**config.mk**
```make
export PLATFORM = sky130hd
export DESIGN_NAME = mem_seq
export DESIGN_NICKNAME = d
export VERILOG_FILES = /design/src/rtl/mem_seq.sv
export SDC_FILE = /design/constraint.sdc
export NUM_CORES = 1
export LEC_CHECK = 0
export BUFFER_PORTS_ARGS = -buffer_cell sky130_fd_sc_hd__buf_2
export CAP_MARGIN = 20
export CORE_ASPECT_RATIO = 0.9
export CORE_MARGIN = 4
export CORE_UTILIZATION = 50
export DETAILED_ROUTE_END_ITERATION = 16
export HOLD_SLACK_MARGIN = 0.08
export PLACE_DENSITY = 0.81
export SLEW_MARGIN = 5
export SYNTH_ARGS = -nofsm -noshare
export SYNTH_HDL_FRONTEND = slang
export SYNTH_SLANG_ARGS = --single-unit
export TNS_END_PERCENT = 10
```
**constraint.sdc**
```tcl
create_clock -name clk -period 2.99 [get_ports clk]
set_input_delay 0.1495 -clock clk [delete_from_list [all_inputs] [get_ports clk]]
set_output_delay 0.1495 -clock clk [all_outputs]
set_load 0.05 [all_outputs]
```
**src/rtl/mem_seq.sv**
```systemverilog
// mem_seq: burst memory-access sequencer for a single-port SRAM.
// Latches base/length/direction on a request, then issues one chip-select
// strobe per en tick in WAIT, walking the address with wrap-around.
module mem_seq #(
  parameter int AW = 5
) (
  input  logic          clk,
  input  logic          rst_n,
  input  logic          req_i,
  input  logic          wr_i,
  input  logic [AW-1:0] base_i,
  input  logic [AW:0]   len_i,
  input  logic          en_i,
  input  logic          abort_i,
  output logic [4:0]    st_o,
  output logic [AW-1:0] addr_o,
  output logic          csn_o,
  output logic          we_o,
  output logic          busy_o,
  output logic          done_o
);

  typedef enum logic [4:0] {
    IDLE   = 5'b00001,
    SETUP  = 5'b00010,
    WAIT   = 5'b00100,
    ACCESS = 5'b01000,
    DONE   = 5'b10000
  } state_e;

  state_e        state_q, state_d;
  logic          wr_q, wr_d;
  logic [AW-1:0] base_q, base_d;
  logic [AW:0]   len_q, len_d;
  logic [AW:0]   cnt_q, cnt_d;
  logic [AW-1:0] addr_q, addr_d;

  // State register; reset returns to IDLE immediately, even mid-strobe.
  always_ff @(posedge clk or negedge rst_n) begin
    if (!rst_n) begin
      state_q <= IDLE;
    end else begin
      state_q <= state_d;
    end
  end

  // Burst context and address/count registers.
  always_ff @(posedge clk or negedge rst_n) begin
    if (!rst_n) begin
      wr_q   <= 1'b0;
      base_q <= '0;
      len_q  <= '0;
      cnt_q  <= '0;
      addr_q <= '0;
    end else begin
      wr_q   <= wr_d;
      base_q <= base_d;
      len_q  <= len_d;
      cnt_q  <= cnt_d;
      addr_q <= addr_d;
    end
  end

  // Next-state and datapath updates; abort overrides every transition.
  always_comb begin
    state_d = state_q;
    wr_d    = wr_q;
    base_d  = base_q;
    len_d   = len_q;
    cnt_d   = cnt_q;
    addr_d  = addr_q;
    unique case (state_q)
      IDLE: begin
        if (req_i) begin
          wr_d    = wr_i;
          base_d  = base_i;
          len_d   = len_i;
          cnt_d   = '0;
          state_d = SETUP;
        end
      end
      SETUP: begin
        addr_d  = base_q;
        state_d = (len_q == '0) ? DONE : WAIT;
      end
      WAIT: begin
        if (en_i) begin
          state_d = ACCESS;
        end
      end
      ACCESS: begin
        // len_q is nonzero here, so len_q-1 cannot underflow.
        if (cnt_q == len_q - {{AW{1'b0}}, 1'b1}) begin
          state_d = DONE;
        end else begin
          cnt_d   = cnt_q + {{AW{1'b0}}, 1'b1};
          addr_d  = addr_q + {{(AW-1){1'b0}}, 1'b1};
          state_d = WAIT;
        end
      end
      DONE: begin
        state_d = IDLE;
      end
      default: begin
        state_d = IDLE;
      end
    endcase
    if (abort_i && (state_q != IDLE)) begin
      state_d = IDLE;
    end
  end

  // Moore output decode straight from the state register.
  always_comb begin
    st_o   = state_q;
    addr_o = addr_q;
    csn_o  = (state_q != ACCESS);
    we_o   = (state_q == ACCESS) && wr_q;
    busy_o = (state_q != IDLE);
    done_o = (state_q == DONE);
  end

endmodule

```
## Yosys cells after proc, flatten, opt, wreduce, memory -nomap -nowiden

Cells that the tools add are included.

- Equal/unequal tests: 12
- Muxes and demuxes: 11
- Add/subtract/negate cells: 3
- Reductions and logical operators: 9

Operators with widths:

| operator | number |
|---|---|
| $mux 5 | 6 |
| $pmux 5 s4 | 1 |
| $mux 6 | 2 |
| $pmux 6 s2 | 1 |
| $pmux 5 s2 | 1 |
| $add 6x1->6 const B | 1 |
| $eq 6x6->1 | 1 |
| $logic_not 6->1 | 1 |
| $ne 3x3->1 const B | 2 |
| $reduce_and 2->1 | 3 |
| $sub 6x1->6 const B | 1 |
| $add 5x1->5 const B | 1 |
| $eq 5x1->1 const B | 1 |
| $eq 5x2->1 const B | 1 |
| $eq 5x3->1 const B | 1 |
| $eq 5x4->1 const B | 1 |
| $eq 5x5->1 const B | 1 |
| $ne 5x1->1 const B | 1 |
| $ne 5x4->1 const B | 1 |
| $ne 2x2->1 const B | 2 |
| $reduce_bool 2->1 | 2 |
| $reduce_and 3->1 | 1 |
| $logic_and 1x1->1 | 2 |

- Input bits: 17
- Output and inout bits: 14
- Register bits: 28
- Logic and storage cells: 41

## Depth between registers and ports, before layout

Gate-level depths: netlist (run 1).

- Depth after elaboration: 5
- Depth in mapped cells: 8
- Mapped depth without buffers: 8

## Least setup slack after synthesis (run 1)

No wires, ideal clock.

- Path type: flip-flop to output port
- Start: reg state_q[1] (netlist: st_o[1])
- End: out done_o
- Arrival time: 2.277 ns
- Path buffers: 1
- Slack: 0.563 ns
- Stages on the path, launching flop included: 4
- Cells stage by stage: dfrtp_1 -> clkbuf_1 -> or3_1 -> nor3b_1

- Word-level cells in the longest chain between the ends: 1

RTL lines:

| what | RTL line | source |
|---|---|---|
| start, declared | 31 | `state_e state_q, state_d;` |
| start signal, assigned | 43 | `state_q <= state_d;` |
| $eq 5x5->1 | 120 | `done_o = (state_q == DONE);` |
| end, declared | 20 | `output logic done_o` |

No other way between the ends.

## Final worst setup path (run 1)

- Start: reg len_q[2]
- End: reg addr_q[4] (netlist: addr_o[4])

- Word-level cells in the longest chain between the ends: 4

RTL lines:

| what | RTL line | source |
|---|---|---|
| start, declared | 34 | `logic [AW:0] len_q, len_d;` |
| start signal, assigned | 58 | `len_q <= len_d;` |
| $sub 6x1->6 | 93 | `if (cnt_q == len_q - {{AW{1'b0}}, 1'b1}) begin` |
| $eq 6x6->1 | 93 |  |
| $ne 2x2->1 (no source line) | n/a |  |
| $reduce_and 2->1 (no source line) | n/a |  |
| end signal, assigned | 60 | `addr_q <= addr_d;` |
| end, declared | 36 | `logic [AW-1:0] addr_q, addr_d;` |

No other way between the ends.
A chain may end at the register's enable or synchronous reset.

==> metrics.md, run 1 <==
| Metric | Value |
|---|---|
| Worst skew pair latency | `0.33 ns` |
| Worst reg2reg setup slack | `0.52 ns` |
| Starting density of the core | `54.3%` |
| Drt pass-1 iters | `4` |
| Synthesized Nets | `168` |
| Synth unique cells | `43` |
| HPWL after DPL | `2480 um` |
| Share of layout cells above drive strength 1 | `28.1%` |
| Antenna violations before repair | `0` |
| Hold Startpoint | `abort_i` |
| Cells after synthesis | `147` |
| Final antenna-violating net count | `0` |
| DR WL/cell | `14.9 um` |
| Placed insts | `214` |
| Drt total wl | `3450 um` |
| Die Area | `0.00406 mm^2` |
| All-Layer GR Usage | `18.2%` |
| Total CTS buffers | `3` |
| Clock transition at the registers of the reported paths | `0.14 ns` |
| Largest net degree at the start of global routing | `29` |
| First-pass GRT wire length | `5550 um` |
| Outcome | `finished clean` |
| Crit-path max FO | `10` |
| I/O Pins | `31` |
| RSZ-0062 raised after global routing | `false` |
| Clock buffer depth | `2` |
| Mean Syn Cell Area | `10.6 um^2` |
| Worst VDD drop | `0.000406 V` |
| Area of the mapped netlist | `0.00155 mm^2` |
| Worst setup EP type | `register` |
| Setup-failing EPs final | `0` |
| Worst slew pin tran | `0.690 ns` |
| Ys async rst share | `100%` |
| Reg2reg path depth | `6` |
| Crit path required time | `3.22 ns` |
| Post-CTS Setup Inserts | `0` |
| Clk root buf | `clkbuf_4` |
| FF+latch count, synth | `28` |
| Synth warn | `0` |
| Critical Path Source Type | `register` |
| Number of port buffers | `30` |
| Sequential area share after synthesis | `45.2%` |
| Commonest non-fill, non-tap cells in the layout | `buf_2 (30), dfrtp_1 (27), dlygate4sd3_1 (14)` |
| Min Tclk post-route | `2.47 ns` |
| Clk sink count | `28` |
| CP arrival | `2.70 ns` |
| Initial DRC Count | `83` |
| Area of the multi-input gates | `810 um^2` |
| Post-DR vias/cell | `5.61` |
| Number of synthesized flops with an enable pin | `0` |
| Clk_skew | `0.00376 ns` |
| Fin crit share | `82.6%` |
| Leakage | `0.888 nW` |
| Residual DRC count | `0` |
| Area grow syn2layout | `23.1%` |
| CTS tree | `done` |
| Area leader, netlist | `dfrtp_1` |
| Hold_buf cts | `14` |
| Yosys top cell area share | `43.5%` |
| Pwr/cell area | `906 mW/mm^2` |
| Congestion Overflow GR | `0` |
| Primary FF master, synth | `dfrtp_1` |
| Core ar. | `0.00286 mm^2` |
| Vias in the first global route | `1223` |
| R2r startpoint | `len_q[2]` |
| Diode count | `0` |
| Worst min path class | `in2reg` |
| CTS HTree Levels | `1` |
| Die X | `66.7 um` |
| Post-CTS Resized | `0` |
| Final Hold Fails | `0` |
| Setup TNS | `0 ns` |
| Achievable frequency | `405 MHz` |
| WHS Endpoint | `st_o[3]` |
| Max-cap violations | `0` |
| DIE HEIGHT | `60.9 um` |
| RePlAce Congestion | `0.782` |
| Row cnt | `18` |
| Via count | `1301` |
| Fill count | `245` |
| R2R Path End | `addr_o[4]` |
| Leading cell type in the layout, fill and taps excluded | `buf_2` |
| Final slew viol count | `0` |
| Final #Nets | `214` |
| Reg area | `702 um^2` |
| Worst hold path stage count | `4` |
| WS Path Type | `reg2reg` |
| Synth top area cells | `dfrtp_1 (44%), mux2_2 (8.0%), xnor2_1 (3.4%), ha_1 (3.2%), nor2_1 (2.9%)` |
| Post-route insts no fill | `232` |
| Max-slew headroom | `52.8%` |
[state kept, by name, indices dropped and copies added, names as in the netlist]
name    cells
base_q      5
len_q       6
st_o        5
wr_q        1
addr_o      5
cnt_q       6
[area by class of cell]
class	count	area share, %
Tap cell	40	2.62
Inverter	7	1.37
Sequential cell	28	36.7
Clock buffer	4	1.37
Timing Repair Buffer	45	15.6
Multi-Input combinational cell	108	42.3
[critical path, stage by stage (launching register included)]
cell	delay, ns
dfrtp_1	0.46
or3_4	0.41
or4_4	0.43
a2111oi_4	0.43
a21oi_2	0.20
nand2b_4	0.20
o221a_1	0.24
[worst max path at each step]
| stage | depth (start not counted) | end | slack (ns) | from |
|---|---|---|---|---|
| after global placement | 6 | addr_o[3] | 0.61 | len_q[2] |
| after global routing | 6 | addr_o[4] | 0.41 | len_q[2] |
| after detailed placement | 6 | addr_o[4] | 0.55 | len_q[2] |
| final | 6 | addr_o[4] | 0.52 | len_q[2] |
| after floorplan | 3 | done_o | 0.56 | st_o[1] |
| after CTS | 6 | addr_o[4] | 0.53 | len_q[2] |
[power breakdown]
group	switching (mW)	internal, mW
sequential	0.166	0.521
combinational	0.520	0.364
clock	0.109	0.0524
total	0.794	0.937
[cells in the mapped netlist (2+ instances only)]
library cell and n:
a21oi_1 6, a22o_1 2, a311oi_1 2, a31oi_1 3, and2_1 2, and3_1 2, clkbuf_1 4, dfrtp_1 27
ha_1 4, inv_1 7, mux2_2 11, mux2i_1 3, nand2_1 10, nand2b_1 2, nand3_1 3, nand4_1 5
nor2_1 12, nor2b_1 2, nor3_1 3, nor3b_1 2, o21ai_0 3, o221a_1 4, or3_1 2, or3b_2 2
xnor2_1 6
[routing by layer]
metal | vias to the layer above | GRT usage [%] | wire length, um
li1 | 631 | - | -
met1 | 622 | 22.8 | 1510
met2 | 44 | 31.5 | 1700
met3 | 4 | 5.00 | 205
met4 | 0 | 4.35 | 36
met5 | - | 0 | 0
[cell families (layout without fill, tap and decap cells)]
logic type | after synthesis | in the layout | share of synthesized area [%]
adders and majority gates | 4 | 4 | 3.22
AOI/OAI and AO/OA | 31 | 31 | 16.2
xor gates and xnor gates | 6 | 6 | 3.38
DFF | 28 | 28 | 45.2
and+or+nand+nor | 53 | 53 | 19.4
buffers and inverters | 11 | 56 | 2.66
muxes | 14 | 14 | 9.91
[through the flow]
stage	worst slack (ns)	hold WS (ns)	instance area (um^2)	utilization, %	power, mW
after floorplan	0.563	-0.146	1550	-	1.34
after global placement	0.610	0.187	1750	61.0	1.52
after detailed placement	0.547	0.197	1750	61.0	1.56
after CTS	0.532	0.108	1910	66.8	1.74
after global routing	0.409	0.117	1910	66.8	1.84
final	0.521	0.118	1910	66.8	1.73
(Power assumes the default switching activity.)
==> run 2, diff against run 1 <==
==> constraint.sdc (replaced) <==
create_clock -name clk -period 2.41 [get_ports clk]
set_input_delay 0.1205 -clock clk [delete_from_list [all_inputs] [get_ports clk]]
set_output_delay 0.1205 -clock clk [all_outputs]
set_load 0.05 [all_outputs]
==> run 2 against run 1 <==
Combinational power is 40% higher. Die area unchanged. Sequential share of layout area fell by 2.0 points. Register-to-register slack got worse by 0.47 ns. Fmax is 4.8% higher. Core utilization increased by 3.9 points.
==> metrics.md, run 2 (synthesis gave the netlist of run 1 again) <==
| Metric | Value |
|---|---|
| Outcome | `finished clean` |
| WL met2 | `1930 um` |
| Final slew viol count | `0` |
| Critical Path Source Type | `register` |
| RSZ-0062 raised after global routing | `true` |
| Reg2reg path depth | `7` |
| Fill count | `217` |
| Congestion Overflow GR | `0` |
| R2r startpoint | `len_q[2]` |
| Total CTS buffers | `3` |
| Crit path capture | `addr_o[4]` |
| Largest net degree at the start of global routing | `29` |
| Residual DRC count | `0` |
| Met3 wire length | `247 um` |
| Setup TNS | `0 ns` |
| Starting density of the core | `54.3%` |
| Worst skew pair latency | `0.33 ns` |
| Slowest CP cell | `or4_4` |
| CP Cell Sequence | `or3_4 > or4_4 > a2111oi_4 > buf_4 > a21oi_4 > nand2b_4 > o221a_1` |
| HPWL after DPL | `2630 um` |
| Clock buffer depth | `2` |
| Fin crit share | `97.7%` |
| Highest Signal Layer | `met4` |
| I/O Pins | `31` |
| DR WL/cell | `15.7 um` |
| Die X | `66.7 um` |
| Clock transition at the registers of the reported paths | `0.15 ns` |
| Vias in the first global route | `1369` |
| Commonest non-fill, non-tap cells in the layout | `buf_2 (30), dfrtp_1 (27), dlygate4sd3_1 (15)` |
| Final Hold Fails | `0` |
| Max-slew headroom | `59.2%` |
| Final antenna-violating net count | `0` |
| Worst slew pin tran | `0.611 ns` |
| Clk_skew | `0.00946 ns` |
| Fin Hold WS | `0.0962 ns` |
| Max-cap violations | `0` |
| R2R Path End | `addr_o[4]` |
| Core ar. | `0.00286 mm^2` |
| Drt total wl | `3790 um` |
| Initial DRC Count | `107` |
| Die Area | `0.00406 mm^2` |
| CTS tree | `done` |
| Leading cell type in the layout, fill and taps excluded | `buf_2` |
| Setup-failing EPs final | `0` |
| Final core utilization | `70.7%` |
| Final #Nets | `224` |
| Post-DR vias/cell | `5.87` |
| Pwr/cell area | `1140 mW/mm^2` |
| Leakage | `0.943 nW` |
| Diode count | `0` |
| Number of port buffers | `30` |
| WS Path Type | `reg2reg` |
| DIE HEIGHT | `60.9 um` |
| All-Layer GR Usage | `19.6%` |
| Worst path max stage delay | `0.44 ns` |
| Crit path required time | `2.65 ns` |
| Achievable frequency | `425 MHz` |
| Clk root buf | `clkbuf_4` |
| Via count | `1421` |
| Leading registers by flop count | `cnt_q: 6 flops, len_q: 6 flops` |
| Area grow syn2layout | `30.3%` |
| CP arrival | `2.59 ns` |
| RePlAce Congestion | `0.780` |
| Worst min path class | `in2reg` |
| Hold Startpoint | `abort_i` |
| Wire length on met1 | `1530 um` |
| Worst setup EP type | `register` |
| Crit-path max FO | `5` |
| Worst reg2reg setup slack | `0.05 ns` |
| Clk sink count | `28` |
| Worst VDD drop | `0.000657 V` |
| Drt pass-1 iters | `4` |
| First-pass GRT wire length | `6020 um` |
| Share of layout cells above drive strength 1 | `33.2%` |
| Row cnt | `18` |
| Min Tclk post-route | `2.36 ns` |
| Antenna violations before repair | `0` |
| CTS HTree Levels | `1` |
| Worst setup startpoint | `len_q[2]` |
run 2: final cells by class:
cell class	instances	area, um^2	share of cell area [%]
Clock buffer	4	36.3	1.79
Inverter	7	26.3	1.30
Multi-Input combinational cell	109	841	41.6
Sequential cell	28	702	34.7
Tap cell	40	50.0	2.47
Timing Repair Buffer	54	368	18.2
run 2: per-layer routing:
metal  up-vias  track usage (%)
li1        656                -
met2        62             34.9
met1       686             23.1
met3        17             4.44
met4         0             7.83
met5         -                0
run 2: critical path: cells and delay by family (launching register included):
family | cells | cell delay [ns]
AOI/OAI and AO/OA | 3 | 0.65
buffers and inverters | 1 | 0.20
DFF | 1 | 0.41
and+or+nand+nor | 3 | 1.01
run 2: how the worst min path moves through the flow:
| stage | to | slack (ns) | depth (start not counted) |
|---|---|---|---|
| after global placement | len_q[2] | 0.15 | 1 |
| after CTS | st_o[3] | 0.1 | 4 |
| after detailed placement | len_q[2] | 0.17 | 1 |
| after floorplan | addr_o[0] | -0.18 | 0 |
| after global routing | st_o[3] | 0.1 | 4 |
| final | st_o[3] | 0.1 | 4 |
run 2: metrics by stage:
stage | std cells | cell area [um^2] | setup WS [ns] | power [mW]
2_1_floorplan | 147 | 1550 | -0.00590 | 1.67
3_3_place_gp | 220 | 1790 | 0.0884 | 1.95
3_5_place_dp | 220 | 1790 | -0.0137 | 2.01
4_1_cts | 239 | 1990 | 0.0119 | 2.27
5_1_grt | 242 | 2020 | -0.0216 | 2.44
6_report | 242 | 2020 | 0.0548 | 2.30
run 2: timing repair:
item | 4_1_cts | 5_1_grt
hold buffers | 15 | 0
setup endpoints to repair | 3 | 10
pin swaps | 1 | 5
hold endpoints to repair | 42 | 0
gates resized for setup | 2 | 2
buffers inserted | 0 | 2
gates cloned | 0 | 1
run 2: power by group:
part | switching (mW) | leakage [nW] | total (mW) | internal (mW)
clock | 0.141 | 0.0210 | 0.234 | 0.0926
combinational | 0.720 | 0.574 | 1.24 | 0.525
sequential | 0.181 | 0.348 | 0.826 | 0.645
